### src/rtl/ifetch_queue.sv
`timescale 1ns/1ps
// Instruction fetch queue: fetches words over a req/ack port, predecodes them and buffers
// {pc, inst, type, format} in a DEPTH-entry FIFO. Define IFQ_BYPASS_EN for empty-FIFO bypass.
module ifetch_queue #(
  parameter int                ADDR_W   = 32,
  parameter int                DEPTH    = 4,
  parameter logic [ADDR_W-1:0] RESET_PC = '0
) (
  input  logic                         clk,
  input  logic                         rst,
  output logic                         mem_req,
  output logic [ADDR_W-3:0]            mem_addr_I,
  input  logic                         mem_ack,
  input  logic [31:0]                  mem_rdata_I,
  input  logic                         redirect_valid,
  input  logic [ADDR_W-1:0]            redirect_pc,
  output logic                         out_valid,
  input  logic                         out_ready,
  output logic [ADDR_W-1:0]            out_pc,
  output logic [31:0]                  out_inst,
  output logic [22:0]                  out_type,
  output logic [4:0]                   out_format,
  output logic [$clog2(DEPTH+1)-1:0]   occupancy
);
  // Handshakes: a memory request completes on the cycle mem_req && mem_ack; the address is
  // held while mem_req=1. The head entry transfers on the cycle out_valid && out_ready.
  localparam int PW = $clog2(DEPTH);
  localparam int CW = $clog2(DEPTH+1);

  typedef enum logic [1:0] {IDLE, REQ, DROP} state_t;

  state_t            state;
  logic [ADDR_W-1:0] pc_q;
  logic [ADDR_W-1:0] pc_next;
  logic [PW-1:0]     rd_ptr, wr_ptr;
  logic [CW-1:0]     count, count_next;
  logic              fifo_empty, ack_live, bypass, push, pop;
  logic [6:0]        op;
  logic [2:0]        f3;
  logic              f7_nz;
  logic [22:0]       dec_type;
  logic [4:0]        dec_fmt;
  logic              unused_pc_lsbs;

  logic [ADDR_W-1:0] pc_mem   [DEPTH];
  logic [31:0]       inst_mem [DEPTH];
  logic [22:0]       type_mem [DEPTH];
  logic [4:0]        fmt_mem  [DEPTH];

  assign unused_pc_lsbs = ^redirect_pc[1:0];

  always_comb begin
    op       = mem_rdata_I[6:0];
    f3       = mem_rdata_I[14:12];
    f7_nz    = |mem_rdata_I[31:25];
    dec_type = '0;
    dec_fmt  = '0;
    case (op)
      7'h6f: begin dec_fmt = 5'b00001; dec_type[22] = 1'b1; end
      7'h63: begin
        dec_fmt = 5'b00010;
        if (f3 == 3'd0) dec_type[20] = 1'b1;
        else            dec_type[19] = 1'b1;
      end
      7'h23: begin dec_fmt = 5'b00100; dec_type[17] = 1'b1; end
      7'h33: begin
        dec_fmt = 5'b10000;
        case (f3)
          3'd0: if (f7_nz) dec_type[7] = 1'b1; else dec_type[8] = 1'b1;
          3'd1: dec_type[6] = 1'b1;
          3'd2: dec_type[5] = 1'b1;
          3'd4: dec_type[4] = 1'b1;
          3'd5: if (f7_nz) dec_type[2] = 1'b1; else dec_type[3] = 1'b1;
          3'd6: dec_type[1] = 1'b1;
          3'd7: dec_type[0] = 1'b1;
          default: ;
        endcase
      end
      default: begin
        dec_fmt = 5'b01000;
        if (op == 7'h67)      dec_type[21] = 1'b1;
        else if (op == 7'h03) dec_type[18] = 1'b1;
        else begin
          case (f3)
            3'd0: dec_type[16] = 1'b1;
            3'd1: dec_type[11] = 1'b1;
            3'd2: dec_type[15] = 1'b1;
            3'd4: dec_type[14] = 1'b1;
            3'd5: if (f7_nz) dec_type[9] = 1'b1; else dec_type[10] = 1'b1;
            3'd6: dec_type[13] = 1'b1;
            3'd7: dec_type[12] = 1'b1;
            default: ;
          endcase
        end
      end
    endcase
  end

  assign fifo_empty = (count == '0);
  assign ack_live   = (state == REQ) && mem_ack && !redirect_valid;
`ifdef IFQ_BYPASS_EN
  assign bypass     = fifo_empty && ack_live;
`else
  assign bypass     = 1'b0;
`endif
  // A bypassed word taken by the consumer in the same cycle never occupies a slot.
  assign push       = ack_live && !(bypass && out_ready);
  assign pop        = !redirect_valid && !fifo_empty && out_ready;
  assign count_next = count + CW'(push) - CW'(pop);
  assign pc_next    = pc_q + ADDR_W'(4);
  assign occupancy  = count;

  always_comb begin
    out_valid  = 1'b0;
    out_pc     = '0;
    out_inst   = '0;
    out_type   = '0;
    out_format = '0;
    if (!fifo_empty) begin
      out_valid  = 1'b1;
      out_pc     = pc_mem[rd_ptr];
      out_inst   = inst_mem[rd_ptr];
      out_type   = type_mem[rd_ptr];
      out_format = fmt_mem[rd_ptr];
    end else if (bypass) begin
      out_valid  = 1'b1;
      out_pc     = pc_q;
      out_inst   = mem_rdata_I;
      out_type   = dec_type;
      out_format = dec_fmt;
    end
  end

  always_ff @(posedge clk) begin
    if (rst) begin
      state      <= IDLE;
      pc_q       <= RESET_PC;
      mem_req    <= 1'b0;
      mem_addr_I <= RESET_PC[ADDR_W-1:2];
    end else if (redirect_valid) begin
      pc_q    <= {redirect_pc[ADDR_W-1:2], 2'b00};
      mem_req <= 1'b1;
      // An unanswered request keeps its address; its data is thrown away in DROP.
      if (state != IDLE && !mem_ack) begin
        state <= DROP;
      end else begin
        state      <= REQ;
        mem_addr_I <= redirect_pc[ADDR_W-1:2];
      end
    end else begin
      case (state)
        IDLE: if (count < CW'(DEPTH)) begin
          state      <= REQ;
          mem_req    <= 1'b1;
          mem_addr_I <= pc_q[ADDR_W-1:2];
        end
        REQ: if (mem_ack) begin
          pc_q <= pc_next;
          if (count_next < CW'(DEPTH)) begin
            mem_addr_I <= pc_next[ADDR_W-1:2];
          end else begin
            state   <= IDLE;
            mem_req <= 1'b0;
          end
        end
        DROP: if (mem_ack) begin
          state      <= REQ;
          mem_addr_I <= pc_q[ADDR_W-1:2];
        end
        default: begin
          state   <= IDLE;
          mem_req <= 1'b0;
        end
      endcase
    end
  end

  always_ff @(posedge clk) begin
    if (rst || redirect_valid) begin
      rd_ptr <= '0;
      wr_ptr <= '0;
      count  <= '0;
    end else begin
      if (push) wr_ptr <= wr_ptr + PW'(1);
      if (pop)  rd_ptr <= rd_ptr + PW'(1);
      count <= count_next;
    end
  end

  always_ff @(posedge clk) begin
    if (push) begin
      pc_mem[wr_ptr]   <= pc_q;
      inst_mem[wr_ptr] <= mem_rdata_I;
      type_mem[wr_ptr] <= dec_type;
      fmt_mem[wr_ptr]  <= dec_fmt;
    end
  end
endmodule

### config.mk
export PLATFORM = sky130hd
export DESIGN_NAME = ifetch_queue
export DESIGN_NICKNAME = d
export VERILOG_FILES = /design/src/rtl/ifetch_queue.sv
export SDC_FILE = /design/constraint.sdc
export NUM_CORES = 1
export LEC_CHECK = 0
export ABC_AREA = 1
export CAP_MARGIN = 20
export CORE_MARGIN = 1.5
export CORE_UTILIZATION = 55
export CTS_CLUSTER_DIAMETER = 120
export DETAILED_ROUTE_END_ITERATION = 7
export PLACE_DENSITY = 0.83
export SYNTH_ARGS = -nofsm -noshare
export SYNTH_HDL_FRONTEND = slang
export SYNTH_SLANG_ARGS = --single-unit
export TNS_END_PERCENT = 50
### constraint.sdc
create_clock -name clk -period 15.3 [get_ports clk]
set_clock_uncertainty 0.05 [all_clocks]
set_input_delay 3.06 -clock clk [delete_from_list [all_inputs] [get_ports clk]]
set_output_delay 3.06 -clock clk [all_outputs]
set_load 0.01 [all_outputs]
[Word-level counts from Yosys, hierarchy flattened]
Memories as Yosys holds them, arrays and structs flattened. A register that Yosys moved wholly into a read port is not among the register bits.
Cells that the tools add are included.
Operators by class
  $add $sub $neg: 5
  $lt $le $gt $ge: 2
  equal/unequal tests: 21
  mux-type cells: 61
  reduce and logical (&&, ||, !) cells: 24
Operators by type and width (number)
  $mux 30: 6
  $mux 32: 5
  $pmux 30 s3: 1
  $mux 2: 17
  $add 32x3->32 const B: 1
  $mux 8: 3
  $mux 1: 23
  $mux 23: 1
  $eq 7x7->1 const B: 3
  $pmux 5 s4: 1
  $eq 7x6->1 const B: 2
  $eq 3x3->1 const B: 4
  $ne 3x3->1 const B: 4
  $mux 9: 1
  $reduce_and 4->1: 2
  $eq 7x2->1 const B: 1
  $reduce_or 7->1: 1
  $logic_not 3->1: 2
  $lt 3x3->1 const B: 2
  $pmux 2 s3: 1
  $reduce_and 6->1: 1
  $reduce_bool 2->1: 3
  $logic_and 1x1->1: 5
  $mux 5: 1
  17 further kinds: 22
Word-level totals
  register bits: 72
  RAM bits: 368
  input port bits: 69
  output and inout bits: 127
  logic and storage cells: 125
  memories: 4
Memories
  inst_mem: depth 4, bits a word 32, read ports 1, clocked after memory_dff 1, write ports 1, RTL line 46  | logic [31:0] inst_mem [DEPTH];
  pc_mem: depth 4, bits a word 32, read ports 1, clocked after memory_dff 1, write ports 1, RTL line 45  | logic [ADDR_W-1:0] pc_mem [DEPTH];
  type_mem: depth 4, bits a word 23, read ports 1, clocked after memory_dff 1, write ports 1, RTL line 47  | logic [22:0] type_mem [DEPTH];
  fmt_mem: depth 4, bits a word 5, read ports 1, clocked after memory_dff 1, write ports 1, RTL line 48  | logic [4:0] fmt_mem [DEPTH];

[Logic depth before layout (Yosys ltp)]
Gate-level depths: netlist of the first run.
  depth after elaboration: 10
  mapped depth: 22

[Least setup slack after synthesis of the first run]
Ideal clock, no wire load.
  path type: input port to flip-flop
  start: in redirect_valid
  end: mem fmt_mem[0][0] (enable)
  arrival time: 7.453 ns
  data required time: 14.712 ns
  path slack: 7.259 ns
  stages: 6
  buffers on the path: 1
  cell sequence: buf_4 > nor2_4 > inv_1 > nor2_1 > clkinv_1 > nor2_1
Between the ends
  cells in the longest elaborated chain, start to end: 4
RTL lines
  start, declared: RTL line 15  | input logic redirect_valid,
  $logic_not 1->1: RTL line 100  | assign ack_live = (state == REQ) && mem_ack && !redirect_valid;
  $logic_and 1x1->1: RTL line 100
  $mux 1: RTL line 191  | if (push) begin
  $mux 1 (implied by the code): RTL line 195  | fmt_mem[wr_ptr] <= dec_fmt;
  end, declared: RTL line 48
No other way between the ends.

[Worst setup path after layout of the first run]
  start: in redirect_valid
  end: reg mem_addr_I[17]
Between the ends
  cells in the longest elaborated chain, start to end: 7
RTL lines
  $logic_not 1->1: RTL line 100, 108
  $logic_and 1x1->1, on equally long branches: RTL line 100, 108
  $add 3x1->3 / $logic_and 1x1->1 (equally long branches): RTL line 109, 108
  $sub 3x1->3: RTL line 109  | assign count_next = count + CW'(push) - CW'(pop);
  $lt 3x3->1: RTL line 159  | if (count_next < CW'(DEPTH)) begin
  $ne 3x2->1 (no source line)
  $reduce_and 6->1 (no source line)
  end signal, assigned: RTL line 155  | mem_addr_I <= pc_q[ADDR_W-1:2];
  end signal, assigned: RTL line 160  | mem_addr_I <= pc_next[ADDR_W-1:2];
  end signal, assigned: RTL line 168  | mem_addr_I <= pc_q[ADDR_W-1:2];
  end, declared: RTL line 12  | output logic [ADDR_W-3:0] mem_addr_I,
Several ways; a longest one is shown, not always the timed one.
A chain may end at the register's enable or synchronous reset.

==> metrics.sh, run 1 <==
CTS_RESIZED=0
SYNTHTOPCELLSBYAREA='edfxtp_1 (58%), nor2_1 (9.4%), dfxtp_1 (7.8%), o21ai_0 (6.3%), nand2_1 (5.1%)'
CRITICAL_PATH.STARTPOINT_TYPE='input pin'
CORE_AREA_UM2=32800
TIMING.CRITICAL_PATH.REQUIRED_PS=15690
CRIT-REG2REG-LAUNCH='state[1]'
HOLD_BUFFERS=0
MAXCLOCKFREQUENCY_GHz=0.147
TRITONCTS_CLOCK_TREE='built'
SLEW_HEADROOM=0.229
DIE-WIDTH_UM=186
HOLD_PATH.CLASS='flip-flop to flip-flop'
ANTENNA_CELLS=0
CTS_SETUP_BUFFERS=0
FINAL.MIN_CLOCK_PERIOD_PS=6830
FLOORPLAN.DIE.HEIGHT_UM=186
RSZ0062_AT_GRT='false'
FINAL_HOLD_VIOL_COUNT=0
INITIAL_ANTENNA_VIOLATION_COUNT=0
DIEAREA_UM2=34700
TIMING.SETUP.TNS_PS=0
CP-END-KIND='flip-flop'
ANT_NETS=0
TIGHTESTPINTRANSITION_PS=1160
MAXSLEWVIOLCOUNT=0
CLK-INSERTION-DELAY-LATE_PS=540
POST_DRT_WL_PER_CELL_UM=17.8
ASYNC_RESET_FF_FRAC=0
NUM_ROWS=66
PORT_BUFFERS=191
GRT_UTIL_MET3=0.0405
VIAS_IN_THE_FIRST_GLOBAL_ROUTE=13620
SYNTH.YOSYS.SEQ_AREA_SHARE=0.657
GRT_MOST_USED_LAYER='met2'
MAX-CLOCK-PATH-BUFFERS=3
SYNTH.LARGEST_AREA_CELL='edfxtp_1'
GR-USAGE-MET1=0.334
GRT_START_MAX_NET_PINS=123
CLKSLEWWORSTSETUPHOLDPATHS_PS=60
ROUTE.DETAILED.VIAS_PER_INST=5.61
GLOBALPLACE.CONGESTION=0.866
SYNTHCELLS=1872
FINAL_NETS=2101
GRT_UTIL_ALL_LAYERS=0.256
DETAIL_ROUTE.ITER0.VIOLATIONS=1553
PLACE.DETAILED.HPWL_UM=25600
SYNTH.CELLS.MOST_FREQUENT='nor2_1 (463), edfxtp_1 (356), nand2_1 (249), o21ai_0 (231), a21oi_1 (155)'
YOSYS_MOST_USED_DFF='edfxtp_1'
POWER.IR.VDD_WORST_mV=0.0737
IO_PINS=196
ROUTED-VIA-COUNT=14015
POST_SYNTH_TOP_AREA_SHARE=0.579
HTREE_NUM_LEVELS=2
WORST-SETUP-PATH-TYPE='input pin to flip-flop'
FIN_CRIT_SH=0.446
CRITPATHLAUNCH='redirect_valid'
TIMING.HOLD.WORST.START='wr_ptr[0]'
MAX_CAP_VIOL_COUNT=0
GRT.OVERFLOW.TOTAL=0
DRCVIOLATIONCOUNT=0
NUMBER_OF_REGISTER_BITS_INFERRED_BY_SYNTHESIS=428
ROOT_BUFFER='clkbuf_16'
CRITICAL_PATH_ARRIVAL_PS=7210
YOSYS.CELL_COUNT.TOP_TYPE='nor2_1'
OUTCOME='finished, final reports clean'
DRIVE_GT1_FRAC=0.0506
YOSYSWARNINGS=0
TRITONCTS.NUM_BUFFERS=42
YS_TYPES=38
DRT_FIRST_PASS_ITERS=5
P_TOTAL_mW=2.50
FLOORPLAN.INITIALDENSITY=0.563
CTS.SINKS=428
SYNTH_EDF_COUNT=356
CRIT_PATH_MAX_FANOUT=57
FINALSETUPVIOLCOUNT=0
MAPPEDNETLISTAREA_UM2=18500
SYN_TO_FINAL_GROWTH_PCT=19.4
STATIC_LEAKAGE_nW=7.85
SYNTH_AREA_PER_CELL_UM2=9.87
WL_UM=44600
GRT_PASS1_WL_UM=69100
POWER.DENSITY_nW_PER_UM2=113
GLOBALROUTEMET2UTIL=0.439
[sequential cells by signal, summed over array words and instances (netlist names), named ones only]
signal and cells:
fmt_mem 17, inst_mem 128, occupancy 3, wr_ptr 2, mem_addr_I 30, type_mem 91
rd_ptr 2, pc_mem 120, mem_req 1, state 2, pc_q 30
[worst max-delay path, stage by stage]
cell and delay (ps):
buf_2 460, nor2_4 760, inv_1 130, nor2_1 160, clkinv_1 350, ha_1 420
inv_1 40, ha_1 180, fa_1 380, inv_1 60, nand2_1 60, nand3_1 90
nand2_1 70, nand2_1 90, nand3_2 270, buf_12 290, nor2_1 100, nand2_1 100
nand2_1 90, inv_1 40
[power breakdown]
part / total, mW / switching [mW] / leakage, nW / internal, mW
logic: 0.182 / 0.107 / 3.33 / 0.0758
clock network: 1.00 / 0.420 / 0.649 / 0.580
registers: 1.32 / 0.0302 / 3.87 / 1.29
[per-stage QoR]
stage / cell area, um^2 / worst slack (ps) / utilization / std cells / hold slack (ps)
6_report: 22100 / 8470 / 0.673 / 2498 / 451
5_1_grt: 22100 / 8250 / 0.673 / 2498 / 484
4_1_cts: 22000 / 8250 / 0.671 / 2495 / 454
3_5_place_dp: 20700 / 7990 / 0.630 / 2419 / 430
3_3_place_gp: 20600 / 7450 / 0.629 / 2418 / 432
2_1_floorplan: 18500 / 7260 / - / 1873 / 425
[cell families after synthesis]
| group | after synthesis | synth area share |
|---|---|---|
| AOI/OAI and AO/OA | 403 | 0.110 |
| xor gates and xnor gates | 6 | 0.00284 |
| adders and majority gates | 8 | 0.00583 |
| buffers and inverters | 215 | 0.0476 |
| DFF | 428 | 0.657 |
| other | 1 | 0.000203 |
| and+or+nand+nor | 811 | 0.177 |
[cell usage in the layout (no fill, tap or decap), types with 2 or more instances in the layout]
| cell type | n |
|---|---|
| nand2_2 | 2 |
| buf_4 | 14 |
| nor2_1 | 459 |
| edfxtp_1 | 356 |
| inv_2 | 5 |
| nand2_1 | 249 |
| a31oi_1 | 8 |
| buf_12 | 2 |
| o211ai_1 | 3 |
| o21ai_0 | 231 |
| clkinv_1 | 9 |
| dfxtp_4 | 2 |
| bufinv_16 | 4 |
| nor2_2 | 6 |
| nand4_1 | 3 |
| xor2_1 | 6 |
| buf_16 | 2 |
| conb_1 | 2 |
| nor4_1 | 5 |
| o21ai_1 | 5 |
| ha_1 | 7 |
| clkbuf_1 | 11 |
| inv_6 | 2 |
| clkbuf_16 | 42 |
| nor2_4 | 8 |
| clkinv_2 | 6 |
| nor3_1 | 11 |
| inv_1 | 105 |
| clkdlybuf4s50_1 | 190 |
| a21oi_1 | 155 |
| nor3b_1 | 8 |
| dfxtp_1 | 70 |
| nand3_1 | 49 |
| and2_1 | 4 |
[path summary, 6_finish.rpt]
check | endpoint | slack (ps) | cells past startpoint
worst min-delay path | wr_ptr[0] | 450 | 2
worst max-delay path | mem_addr_I[17] | 8470 | 20
worst min register to register | wr_ptr[0] | 450 | 2
worst max register to register | mem_addr_I[17] | 11130 | 21
[area by class of cell]
class / count / area (um^2)
Multi-Input combinational cell: 1230 / 5500
Clock buffer: 54 / 1110
Clock inverter: 22 / 224
Timing Repair Buffer: 209 / 2110
Tap cell: 442 / 553
Sequential cell: 428 / 12100
Inverter: 113 / 427
Fill cell: 2353 / 10700
[metal layers]
layer / vias to the layer above / wire (um)
met5: - / 0
met1: 6599 / 17900
met4: 0 / 1140
li1: 6643 / -
met2: 679 / 21500
met3: 94 / 3990
Power figures use the tool's default switching activity.
==> run 2: changes to the inputs <==
==> constraint.sdc (replaced) <==
create_clock -name clk -period 6.7 [get_ports clk]
set_clock_uncertainty 0.05 [all_clocks]
set_input_delay 1.34 -clock clk [delete_from_list [all_inputs] [get_ports clk]]
set_output_delay 1.34 -clock clk [all_outputs]
set_load 0.01 [all_outputs]
==> metrics.sh, run 2 (same netlist as run 1, synthesis figures left out) <==
NUM_ROWS=66  # unchanged
ROOT_BUFFER='clkbuf_16'  # unchanged
PWR-SHARE-CLK=0.402  # was 0.400
PLACED_CELL_AREA_UM2=20700  # about the same
PRE_CTS_SLACK_PS=1410  # was 7990 ps
FINAL.MIN_CLOCK_PERIOD_PS=5210
PORT_BUFFERS=191  # unchanged
GRT_START_MAX_NET_PINS=134  # was 123
LAYOUT.AREA.SEQ_UM2=12100  # unchanged
DRIVE_GT1_FRAC=0.0524  # was 0.0506
ANT_NETS=0  # unchanged
OUTCOME='finished, final reports clean'  # unchanged
FINAL_HOLD_VIOL_COUNT=0  # unchanged
TRITONCTS.NUM_BUFFERS=43  # was 42
TIMING.CRITICAL_PATH.REQUIRED_PS=5310  # was 15,690 ps
IO_PINS=196  # unchanged
STATIC_LEAKAGE_nW=7.86  # was 7.85 nW
WORST-SETUP-PATH-TYPE='flip-flop to output port'  # was input pin to flip-flop
FINAL_COMMON_CELL='nor2_1'  # unchanged
ROUTE.DETAILED.VIAS_PER_INST=5.60  # was 5.61
TIMING.CRITICAL_PATH.MODE_CELL='nor2_1'  # was nand2_1
CRITICAL_PATH.STARTPOINT_TYPE='flip-flop'  # was input pin
DETAIL_ROUTE.ITER0.VIOLATIONS=1358  # was 1,553
CTS_RESIZED=0  # unchanged
TRITONCTS_CLOCK_TREE='built'  # unchanged
GRT_PASS1_WL_UM=69400  # was 69,100 um
POWER.DENSITY_nW_PER_UM2=260  # was 113 nW/um^2
MULTIINPUTGATEAREA_UM2=5500  # unchanged
HOLD_PATH.CLASS='flip-flop to flip-flop'  # unchanged
MIN_DELAY_PATH_DEPTH=2  # unchanged
SEQUENTIALPOWERSHARE=0.525  # was 0.528
WORST_R2R_PATH_DEPTH=17  # was 21
CRITICAL_PATH_ARRIVAL_PS=3820  # was 7210 ps
GRT_UTIL_ALL_LAYERS=0.259  # was 0.256
REG_TOP3='inst_mem: 128 flops, pc_mem: 120 flops, type_mem: 91 flops'  # unchanged
INITIAL_ANTENNA_VIOLATION_COUNT=1  # was 0
POWER_SWITCHING_mW=1.30  # was 0.557 mW
FINALHOLDWORSTSLACK_PS=447  # was 451 ps
DIE-WIDTH_UM=186  # unchanged
INSTANCES_NO_FILL=2503  # was 2,498
HOLD_BUFFERS=0  # unchanged
RSZ0062_AT_GRT='false'  # unchanged
GLOBALPLACE.CONGESTION=0.925  # was 0.866
ANTENNA_CELLS=0  # unchanged
CLK-INSERTION-DELAY-LATE_PS=550  # was 540 ps
PATH_CELLS='buf_4 -> nor2_1 -> nor2_1 -> o21ai_0 -> a21oi_1 -> clkdlybuf4s50_1'  # was buf_2 -> nor2_4 -> inv_1 -> nor2_1 -> clkinv_1 -> ha_1 -> inv_1 -> ha_1 -> fa_1 -> inv_1 -> nand2_1 -> nand3_1 -> nand2_1 -> nand2_1 -> nand3_2 -> buf_12 -> nor2_1 -> nand2_1 -> nand2_1 -> inv_1
FINAL_NETS=2104  # was 2,101
SLEW_HEADROOM=0.261  # was 0.229
LAYOUT.CELLS.MOST_COMMON_LIST='nor2_1 (459), edfxtp_1 (356), nand2_1 (249)'  # unchanged
MAX-CLOCK-PATH-BUFFERS=3  # unchanged
NUMBER_OF_FLIP_FLOPS_UNDER_THE_LARGEST_REGISTER_NAME=128  # unchanged
CTS_SETUP_BUFFERS=0  # unchanged
WORST_PATH_LARGEST_CELL_DELAY_PS=980  # was 760 ps
GRT.OVERFLOW.TOTAL=0  # unchanged
VIAS_IN_THE_FIRST_GLOBAL_ROUTE=13765  # was 13.6k
WORST_SLACK_PS=1490  # was 8470 ps
POWER.IR.VDD_WORST_mV=0.192  # was 0.0737 mV
DIEAREA_UM2=34700  # unchanged
ROUTED-VIA-COUNT=14029  # about the same
FIN_CRIT_SH=0.777
FINAL_CORE_UTIL=0.675  # was 0.673
CLKSLEWWORSTSETUPHOLDPATHS_PS=60  # about the same
CRIT_PATH_MAX_FANOUT=101  # was 57
CTS.SINKS=428  # unchanged
MAXSLEWVIOLCOUNT=0  # unchanged
DPL.CELL_COUNT=2423  # was 2,419
SYN_TO_FINAL_GROWTH_PCT=19.7  # was 19.4%
MAX_CAP_VIOL_COUNT=0  # unchanged
PLACE.DETAILED.HPWL_UM=26000  # was 25,600 um
HTREE_NUM_LEVELS=2  # unchanged
POWER_SWITCHING_SHARE=0.227  # was 0.222
FLOORPLAN.DIE.HEIGHT_UM=186  # unchanged
FLOORPLAN.INITIALDENSITY=0.563  # unchanged
P_INT_mW=4.44  # was 1.95 mW
FILLER_CELL_COUNT=2446  # was 2,353
WL_UM=45200  # was 44,600 um
P_COMB_FRAC=0.072  # was 0.073
DRT_FIRST_PASS_ITERS=6  # was 5
CP-END-KIND='output port'  # was flip-flop
P_TOTAL_mW=5.74  # was 2.50 mW
TIMING.SETUP.TNS_PS=0  # unchanged
CPMAXSTAGEDELAYCELL='buf_4'  # was nor2_4
MAXCLOCKFREQUENCY_GHz=0.192
CORE_AREA_UM2=32800  # unchanged
POST_DRT_WL_PER_CELL_UM=18.1  # was 17.8 um
DRCVIOLATIONCOUNT=0  # unchanged
DESIGN_AREA_UM2=22100  # about the same
FINALSETUPVIOLCOUNT=0  # unchanged
TOP_REGISTER='inst_mem'  # unchanged
TIGHTESTPINTRANSITION_PS=1110  # was 1160 ps
-- run 2: changes by cell type in the layout (fill, tap and decap cells not counted), sizes merged --
cell / delta
buf: +2
bufinv: -1
clkbuf: -2
clkinv: +4
clkinvlp: +3
inv: -1
-- run 2: worst max-delay path, delay by kind of cell (launching register included) --
family	cells	cell delay, ps
AOI/OAI and AO/OA	2	430
buffers and inverters	2	1580
and+or+nand+nor	2	260
DFF	1	920
-- run 2: final timing paths --
check / slack, ps / startpoint / end
hold reg to reg: 450 / mem_addr_I[2] / mem_addr_I[2]
setup reg to reg: 2770 / occupancy[2] / mem_addr_I[25]
hold / removal: 450 / mem_addr_I[2] / mem_addr_I[2]
setup / recovery: 1490 / flip-flop / out_type[12]
-- run 2: power by group through the flow --
stage	combinational, mW	clock (mW)	sequential, mW
after global placement	0.398	0	3.07
after global routing	0.461	2.46	3.02
after floorplan	0.220	0	3.06
final	0.416	2.31	3.02
after CTS	0.414	2.34	3.01
after detailed placement	0.410	0	3.07
-- run 2: area by class of cell --
class,count,area share
Clock inverter,27,0.0113
Multi-Input combinational cell,1230,0.249
Clock buffer,52,0.0506
Sequential cell,428,0.549
Inverter,113,0.0193
Tap cell,442,0.0250
Timing Repair Buffer,211,0.0962
-- run 2: layer usage --
metal,vias up,share of wire,track usage
li1,6654,-,-
met1,6606,0.39,0.323
met2,659,0.48,0.443
met3,108,0.090,0.0510
met4,2,0.033,0.107
met5,-,0.00029,0
==> run 3: changes to the inputs <==
==> constraint.sdc (replaced) <==
create_clock -name clk -period 5.3 [get_ports clk]
set_clock_uncertainty 0.05 [all_clocks]
set_input_delay 1.06 -clock clk [delete_from_list [all_inputs] [get_ports clk]]
set_output_delay 1.06 -clock clk [all_outputs]
set_load 0.01 [all_outputs]
==> metrics.sh, run 3 (same netlist as run 1, synthesis figures left out) <==
CRIT_PATH_MAX_FANOUT=63  # was 101
LAYOUT.CELLS.MOST_COMMON_LIST='nor2_1 (459), edfxtp_1 (356), nand2_1 (249)'  # unchanged
CTS_SETUP_BUFFERS=0  # unchanged
CLKSLEWWORSTSETUPHOLDPATHS_PS=60  # about the same
TRITONCTS.NUM_BUFFERS=43  # unchanged
POWER.IR.VDD_WORST_mV=0.278  # was 0.192 mV
NUM_ROWS=66  # unchanged
PLACE.DETAILED.HPWL_UM=25800  # was 26,000 um
IO_PINS=196  # unchanged
POST_DRT_WL_PER_CELL_UM=17.8  # was 18.1 um
MAXCLOCKFREQUENCY_GHz=0.226
CTS_RESIZED=0  # unchanged
CTS.SINKS=428  # unchanged
GRT_UTIL_ALL_LAYERS=0.257  # was 0.259
FIN_CRIT_SH=0.834
GLOBALPLACE.CONGESTION=0.916  # was 0.925
TIMING.CRITICAL_PATH.REQUIRED_PS=4190  # was 5310 ps
CLK-INSERTION-DELAY-LATE_PS=540  # was 550 ps
WORSTPATHBUFFERINVERTERCOUNT=2  # unchanged
CRITICAL_PATH_ARRIVAL_PS=3310  # was 3820 ps
HTREE_NUM_LEVELS=2  # unchanged
MAX-CLOCK-PATH-BUFFERS=3  # unchanged
WORST-SETUP-PATH-TYPE='flip-flop to output port'  # unchanged
WORSTSETUPPATHDEPTH=6  # unchanged
INITIAL_ANTENNA_VIOLATION_COUNT=0  # was 1
NUMBER_OF_FLIP_FLOPS_UNDER_THE_LARGEST_REGISTER_NAME=128  # unchanged
DIEAREA_UM2=34700  # unchanged
MIN_DELAY_PATH_DEPTH=2  # unchanged
TIGHTESTPINTRANSITION_PS=864  # was 1110 ps
FLOORPLAN.DIE.HEIGHT_UM=186  # unchanged
SLEW_HEADROOM=0.423  # was 0.261
POWER.DENSITY_nW_PER_UM2=324  # was 260 nW/um^2
PORT_BUFFERS=191  # unchanged
OUTCOME='finished, final reports clean'  # unchanged
FINAL_HOLD_VIOL_COUNT=0  # unchanged
TRITONCTS_CLOCK_TREE='built'  # unchanged
WORST_R2R_PATH_DEPTH=20  # was 17
HOLD_BUFFERS=0  # unchanged
SYN_TO_FINAL_GROWTH_PCT=19.3  # was 19.7%
WL_UM=44400  # was 45,200 um
FLOORPLAN.INITIALDENSITY=0.563  # unchanged
CPMAXSTAGEDELAYCELL='dfxtp_4'  # was buf_4
ROUTE.DETAILED.VIAS_PER_INST=5.54  # was 5.60
FINAL_NETS=2105  # was 2,104
FINAL.MIN_CLOCK_PERIOD_PS=4420
GRT.OVERFLOW.TOTAL=0  # unchanged
REG_TOP3='inst_mem: 128 flops, pc_mem: 120 flops, type_mem: 91 flops'  # unchanged
CRITICAL_PATH.STARTPOINT_TYPE='flip-flop'  # unchanged
CP-END-KIND='output port'  # unchanged
CPLARGESTDELAYFAMILY='buffers and inverters'  # unchanged
PATH_CELLS='buf_4 -> nor2_1 -> nor2_1 -> o21ai_0 -> a21oi_1 -> clkdlybuf4s50_1'  # unchanged
TIMING.CRITICAL_PATH.MODE_CELL='nor2_1'  # unchanged
FINAL_COMMON_CELL='nor2_1'  # unchanged
FINALSETUPVIOLCOUNT=0  # unchanged
WORST_PATH_LARGEST_CELL_DELAY_PS=780  # was 980 ps
RSZ0062_AT_GRT='false'  # unchanged
DIE-WIDTH_UM=186  # unchanged
P_TOTAL_mW=7.14  # was 5.74 mW
DRIVE_GT1_FRAC=0.0510  # was 0.0524
MAX_CAP_VIOL_COUNT=0  # unchanged
FINAL_CORE_UTIL=0.672  # was 0.675
DPL.CELL_COUNT=2425  # was 2,423
ANTENNA_CELLS=0  # unchanged
DRT_FIRST_PASS_ITERS=6  # unchanged
ANT_NETS=0  # unchanged
DETAIL_ROUTE.ITER0.VIOLATIONS=1292  # was 1,358
VIAS_IN_THE_FIRST_GLOBAL_ROUTE=13292  # was 13.8k
ROOT_BUFFER='clkbuf_16'  # unchanged
INSTANCES_NO_FILL=2501  # was 2,503
STATIC_LEAKAGE_nW=7.83  # was 7.86 nW
TOP_REGISTER='inst_mem'  # unchanged
CORE_AREA_UM2=32800  # unchanged
ROUTED-VIA-COUNT=13862  # was 14.0k
HOLD_PATH.CLASS='flip-flop to flip-flop'  # unchanged
DRCVIOLATIONCOUNT=0  # unchanged
MAXSLEWVIOLCOUNT=0  # unchanged
GRT_PASS1_WL_UM=69100  # was 69,400 um
GRT_START_MAX_NET_PINS=94  # was 134
[run 3: cell types whose count changed in the layout (fill, tap and decap cells not counted), moves of 2 or more]
cell,change
clkinv_2,+3
bufinv_16,-2
clkinv_4,-2
clkinvlp_4,-2
clkbuf_1,+6
clkinv_1,-5
[run 3: worst register-to-register path: cells and delay by family, from the launching register on]
kind / cells / cell delay, ps
compound gates: 1 / 110
flops: 1 / 350
buf+inv: 6 / 790
simple gates: 10 / 1310
fa+ha+maj: 3 / 840
[run 3: power breakdown]
part	internal (mW)	switching, mW	leakage, nW
registers	3.73	0.0876	3.87
logic	0.223	0.306	3.33
clock network	1.59	1.21	0.628
[run 3: stage by stage]
step	hold slack, ps	setup TNS (ps)	setup slack (ps)	cell area, um^2
floorplan	425	-263650	-741	18500
global placement	433	0	915	20700
detailed placement	429	0	828	20700
CTS	446	0	881	22000
global route	492	0	631	22000
finish	447	0	881	22000
[run 3: worst paths after layout]
path                                       end     startpoint  slack, ps
worst max-delay path                out_pc[17]      flip-flop        880
worst min-delay path             mem_addr_I[0]  mem_addr_I[0]        450
worst max register to register  mem_addr_I[13]       state[1]       1780
worst min register to register   mem_addr_I[0]  mem_addr_I[0]        450
[run 3: layout make-up]
class                   count  area (um^2)
repair buffers            212         2130
well taps                 442          553
flip-flops and latches    428        12100
clock buffers              59         1170
clock inverters            17          120
inverters                 113          427
multi-input cells        1230         5500
fillers                  2412        10700
[run 3: per-layer routing]
metal	global-route usage	up-vias	part of all wire
met4	0.0923	0	0.027
li1	-	6646	-
met5	0	-	0
met1	0.340	6474	0.41
met3	0.0378	80	0.086
met2	0.434	662	0.48
